[src/rtl/alu_pkg.sv]
// Shared op-code definitions for the alu8 datapath and its arbiter front end.
package alu_pkg;

    typedef logic [2:0] fun_sel_t;

    localparam fun_sel_t FUN_AND = 3'b000;
    localparam fun_sel_t FUN_OR  = 3'b001;
    localparam fun_sel_t FUN_ADD = 3'b010;
    localparam fun_sel_t FUN_SUB = 3'b011;
    localparam fun_sel_t FUN_SLT = 3'b111;

    function automatic logic is_reserved(input fun_sel_t funSel);
        return (funSel == 3'b100) || (funSel == 3'b101) || (funSel == 3'b110);
    endfunction

endpackage

[src/rtl/alu8.sv]
// 8-bit combinational ALU: AND/OR/ADD/SUB/unsigned SLT; reserved codes yield zero.
module alu8
    import alu_pkg::*;
(
    input  fun_sel_t    funSel,
    input  logic [7:0]  a,
    input  logic [7:0]  b,
    output logic [7:0]  result,
    output logic        zero
);

    always_comb begin
        result = '0;
        case (funSel)
            FUN_AND: result = a & b;
            FUN_OR:  result = a | b;
            FUN_ADD: result = a + b;
            FUN_SUB: result = a - b;
            FUN_SLT: result = {7'b0, (a < b)};
            default: result = '0;
        endcase
        zero = (result == 8'd0);
    end

endmodule

[src/rtl/rr_arbiter.sv]
// Round-robin arbiter: search starts one past the last grant; pointer moves only on advance.
module rr_arbiter
    import alu_pkg::*;
#(
    parameter int unsigned NREQ = 2
) (
    input  logic                     clk,
    input  logic                     rst,
    input  logic [NREQ-1:0]          req,
    input  logic                     advance,
    output logic [NREQ-1:0]          grant,
    output logic [$clog2(NREQ)-1:0]  grantIdx
);

    localparam int unsigned IDW = $clog2(NREQ);

    logic [IDW-1:0] last;
    logic           found;
    int unsigned    idx;

    always_ff @(posedge clk) begin
        if (rst) begin
            last <= IDW'(NREQ - 1);
        end else if (advance) begin
            last <= grantIdx;
        end
    end

    always_comb begin
        grant    = '0;
        grantIdx = '0;
        found    = 1'b0;
        idx      = 0;
        for (int unsigned k = 1; k <= NREQ; k++) begin
            idx = (32'(last) + k) % NREQ;
            if (!found && req[idx]) begin
                found     = 1'b1;
                grant[idx] = 1'b1;
                grantIdx  = IDW'(idx);
            end
        end
    end

endmodule

[src/rtl/alu_arbiter.sv]
// Shares one alu8 among NREQ requesters with round-robin arbitration and a single
// registered response stage tagged with the requester index.
module alu_arbiter
    import alu_pkg::*;
#(
    parameter int unsigned NREQ = 2,
    parameter int unsigned IDW  = $clog2(NREQ)
) (
    input  logic                clk,
    input  logic                rst,
    input  logic [NREQ-1:0]     reqValid,
    output logic [NREQ-1:0]     reqReady,
    input  logic [3*NREQ-1:0]   reqFunSel,
    input  logic [8*NREQ-1:0]   reqA,
    input  logic [8*NREQ-1:0]   reqB,
    output logic                rspValid,
    input  logic                rspReady,
    output logic [7:0]          rspResult,
    output logic                rspZero,
    output logic                rspErr,
    output logic [IDW-1:0]      rspId,
    output logic [15:0]         opCount
);

    logic [NREQ-1:0] grant;
    logic [IDW-1:0]  grantIdx;
    logic            canAccept;
    logic            accept;
    fun_sel_t        funSel;
    logic [7:0]      aluA;
    logic [7:0]      aluB;
    logic [7:0]      aluResult;
    logic            aluZero;

    assign canAccept = ~rspValid | rspReady;
    assign reqReady  = (rst || !canAccept) ? '0 : grant;
    assign accept    = |(reqValid & reqReady);

    rr_arbiter #(.NREQ(NREQ)) u_arb (
        .clk      (clk),
        .rst      (rst),
        .req      (reqValid),
        .advance  (accept),
        .grant    (grant),
        .grantIdx (grantIdx)
    );

    // grant is one-hot or zero, so the OR-free select below never has two hits
    always_comb begin
        funSel = '0;
        aluA   = '0;
        aluB   = '0;
        for (int unsigned i = 0; i < NREQ; i++) begin
            if (grant[i]) begin
                funSel = reqFunSel[3*i +: 3];
                aluA   = reqA[8*i +: 8];
                aluB   = reqB[8*i +: 8];
            end
        end
    end

    alu8 u_alu (
        .funSel (funSel),
        .a      (aluA),
        .b      (aluB),
        .result (aluResult),
        .zero   (aluZero)
    );

    always_ff @(posedge clk) begin
        if (rst) begin
            rspValid  <= 1'b0;
            rspResult <= '0;
            rspZero   <= 1'b0;
            rspErr    <= 1'b0;
            rspId     <= '0;
            opCount   <= '0;
        end else if (accept) begin
            rspValid  <= 1'b1;
            rspResult <= aluResult;
            rspZero   <= aluZero;
            rspErr    <= is_reserved(funSel);
            rspId     <= grantIdx;
            opCount   <= opCount + 16'd1;
        end else if (rspReady) begin
            rspValid  <= 1'b0;
        end
    end

endmodule

[config.mk]
export PLATFORM = sky130hd
export DESIGN_NAME = alu_arbiter
export DESIGN_NICKNAME = d
export VERILOG_FILES = /design/src/rtl/alu_pkg.sv /design/src/rtl/alu8.sv /design/src/rtl/rr_arbiter.sv /design/src/rtl/alu_arbiter.sv
export SDC_FILE = /design/constraint.sdc
export NUM_CORES = 1
export LEC_CHECK = 0
export ABC_AREA = 1
export BUFFER_PORTS_ARGS = -buffer_cell sky130_fd_sc_hd__buf_2
export CAP_MARGIN = 20
export CORE_AREA = 2 2 81 83
export CTS_BUF_LIST = sky130_fd_sc_hd__clkbuf_8
export DETAILED_ROUTE_END_ITERATION = 6
export DIE_AREA = 0 0 83 85
export MAX_ROUTING_LAYER = met4
export PLACE_DENSITY = 0.68
export SYNTH_ARGS = -nofsm -noshare
export SYNTH_HDL_FRONTEND = slang
export SYNTH_SLANG_ARGS = --single-unit
[constraint.sdc]
create_clock -name clk -period 2.9 [get_ports clk]
set_input_delay 0.29 -clock clk [delete_from_list [all_inputs] [get_ports clk]]
set_output_delay 0.29 -clock clk [all_outputs]
set_load 0.01 [all_outputs]
==> results.py <==
metrics = {
    "finish": {
        "area_added_between_synthesis_and_finish_pct": 22.5,
        "layout.cells.most_common": "nand2_1",
        "mostFrequentLayoutCells": "nand2_1, inv_1, buf_2",
        "final_util": 0.529,
        "layout-drive-gt1-share": 0.226,
        "antennaDiodeCount": 0,
        "fill_cells": 613,
        "nets": 571,
    },
    "timing": {
        "rsz0062_at_grt": "false",
        "report.final.slew_viol_count": 0,
        "final-setup-viol-count": 0,
        "skew_ps": 5.45,
        "finalCritPeriodShare": 0.917,
        "setup_slack_ps": 242,
        "final_period_minus_worst_setup_slack_ps": 2660,
        "worst-slew-pin-transition_ps": 669,
        "maxClockFrequency_ghz": 0.376,
        "timing.setup.tns_ps": 0,
        "worst_rel_slew_slack": 0.550,
        "timing_hold_violations_final": 0,
    },
    "worst_setup_path": {
        "cpMostUsedCell": "nand2_1",
        "critical_path.max_fanout": 14,
        "reg2regPathDepth": 15,
        "crit_path_end_kind": "register",
        "crit_path_cell_trace": "inv_1, nand2_2, nand2_4, buf_4, o21a_1, ha_1, nand2_1, or2_2, nand3_1, nand2_1, nand3_1, nand4_1, nor2_1, nand2_1, a21oi_1",
        "critical_path.max_stage_delay_ps": 450,
        "cpMaxStageDelayCell": "ha_1",
        "worst_ep_required_time_ps": 3120,
        "worst-path-buf-inv": 2,
        "arrival_ps": 2870,
        "timing.critical_path.depth": 15,
        "crit_path_start_kind": "register",
        "cell_family_with_most_cp_delay": "simple AND/OR/NAND/NOR gates",
        "type_of_the_setup_path_with_the_least_slack": "reg -> reg",
    },
    "die": {
        "floorplan.io_pins": 73,
        "die_x_um": 83,
        "design.core.area_um2": 6200,
        "fp.dieArea_um2": 7060,
        "die_height_um": 85,
        "floorplan.initialDensity": 0.432,
        "rows": 29,
    },
    "synthesis": {
        "synth_cell_type_count": 32,
        "synth_seq_area_share": 0.217,
        "synthesis.instances": 424,
        "yosys-top-cells-area": "dfxtp_1, nand2_1, inv_1",
        "synth_cell_area_um2": 2680,
        "synth_enable_flop_cells": 0,
        "synth.largest_area_cell": "dfxtp_1",
        "synth_seq_cells": 29,
        "synth_top_area_frac": 0.217,
        "postSynthNetCount": 495,
        "postSynthAreaPerCell_um2": 6.32,
        "yosys_most_used_dff": "dfxtp_1",
        "postSynth.asyncResetShare": 0,
        "yosysWarningCount": 0,
    },
    "grt": {
        "grt_pass1_vias": 2532,
        "grtUsageTotal": 0.197,
        "grt-ovfl-total": 0,
        "pin_count_of_the_biggest_net_entering_global_routing": 21,
        "global_route_wire_length_before_repair_mm": 11.3,
        "grt_antenna_before_repair": 0,
    },
    "clock_network": {
        "htreeDepth": 2,
        "clk_pin_slew_worst_paths_ps": 60,
        "cts_num_sinks": 29,
        "clk-insertion-delay-late_ps": 280,
        "cts_hold_repair.buffers": 0,
        "cts_tree": "yes",
        "root_buffer": "clkbuf_8",
        "cts_inserted_buffers": 5,
        "clk_path_buf_depth": 2,
    },
    "power": {
        "peakVddDrop_uv": 268,
        "p_switching_w": 0.000463,
        "power.share.combinational": 0.380,
        "fin_total_pwr_w": 0.00128,
        "powerDensity_nw_per_um2": 390,
        "cellInternalPower_w": 0.000819,
        "p_seq_frac": 0.336,
        "cellLeakagePower_nw": 1.89,
        "power.share.switching": 0.361,
        "clock_power_share": 0.284,
    },
    "drt": {
        "detailedRoute.firstIterationViolations": 155,
        "detail-route-antenna-nets": 0,
        "wire_per_inst_um": 11.6,
        "met2_routed_wl_mm": 3.11,
        "vias_per_cell": 4.85,
        "drt-met1-wl_mm": 3.17,
        "wl_met3_um": 386,
        "detail_route.drc_violations": 0,
        "highest_metal_layer_with_signal_wires": "met4",
        "routed_wirelength_mm": 6.72,
        "dr.pass1.iters": 4,
        "total_number_of_vias": 2801,
    },
    "worst_hold_path": {
        "min_path_type": "in -> reg",
        "timing.hold.worst_path_depth": 4,
    },
    "placed_design": {
        "portBuffers": 72,
        "hpwlAfterDp_mm": 5.42,
        "post-place-ws_ps": 34.7,
        "gp_congestion": 0.919,
    },
    "run_status": {
        "run_status": "completed",
    },
    "job": {
        "maxCapViolations": 0,
    },
}
[cell families (layout without fill, tap and decap cells)]
| kind of cell | after synthesis | in the layout | synth area share |
|---|---|---|---|
| buffers and inverters | 100 | 177 | 0.144 |
| adder cells (fa/ha/maj) | 28 | 28 | 0.136 |
| AO/OA/AOI/OAI | 70 | 70 | 0.151 |
| XOR/XNOR | 5 | 5 | 0.0163 |
| AND/OR/NAND/NOR | 192 | 192 | 0.336 |
| flip-flops | 29 | 29 | 0.217 |
[power groups by stage]
| stage | Sequential [W] | Combinational [W] | Clock, W |
|---|---|---|---|
| finish | 0.000431 | 0.000487 | 0.000364 |
| global route | 0.000434 | 0.000553 | 0.000394 |
| CTS | 0.000432 | 0.000475 | 0.000374 |
| detailed placement | 0.000440 | 0.000472 | 0 |
| global placement | 0.000440 | 0.000469 | 0 |
| floorplan | 0.000449 | 0.000326 | 0 |
[cell type report]
type,count,area [um^2],share of cell area
Clock inverter,1,5.00,0.00152
Inverter,91,342,0.104
Tap cell,77,96.3,0.0293
Sequential cell,29,581,0.177
Multi-Input combinational cell,295,1760,0.536
Clock buffer,7,96.3,0.0293
Timing Repair Buffer,78,405,0.123
[registers in the layout, indices dropped and copies added, names as in the netlist]
name and count:
rspErr 1, rspZero 1, rspValid 1, rspId 1
u_arb.last 1, rspResult 8, opCount 16
[stage by stage]
stage / cells / hold slack [ps] / instance area [um^2]
2_1_floorplan: 424 / 475 / 2680
3_3_place_gp: 570 / 448 / 3140
3_5_place_dp: 570 / 455 / 3140
4_1_cts: 578 / 290 / 3240
5_1_grt: 578 / 334 / 3280
6_report: 578 / 295 / 3280
[synth_stat cells (6+ instances only)]
master,n
a21oi_1,26
dfxtp_1,29
ha_1,26
inv_1,88
nand2_1,94
nand2_2,6
nand3_1,37
nor2_1,30
o21a_1,11
o21ai_0,17
o22ai_1,8
[metal layers]
layer	up-vias	track usage
li1	1482	-
met1	1236	0.254
met2	78	0.324
met3	5	0.0340
met4	0	0.0432
met5	-	-
[worst paths after layout]
check | from | slack, ps | to
worst max-delay path | u_arb.last | 240 | rspZero
worst min-delay path | rspReady | 300 | rspValid
worst max register to register | u_arb.last | 240 | rspZero
worst min register to register | opCount[12] | 460 | opCount[12]
[worst register-to-register path: stages (launching register included)]
cell and delay [ps]:
dfxtp_1 340, inv_1 70, nand2_2 110, nand2_4 140, buf_4 180, o21a_1 200, ha_1 450, nand2_1 110
or2_2 320, nand3_1 80, nand2_1 60, nand3_1 70, nand4_1 170, nor2_1 140, nand2_1 60, a21oi_1 100
[repair_timing]
item	in CTS	in global routing
gates resized for setup	0	8
endpoints found under the setup margin	0	4
setup buffers	0	0
(Power assumes the default switching activity.)
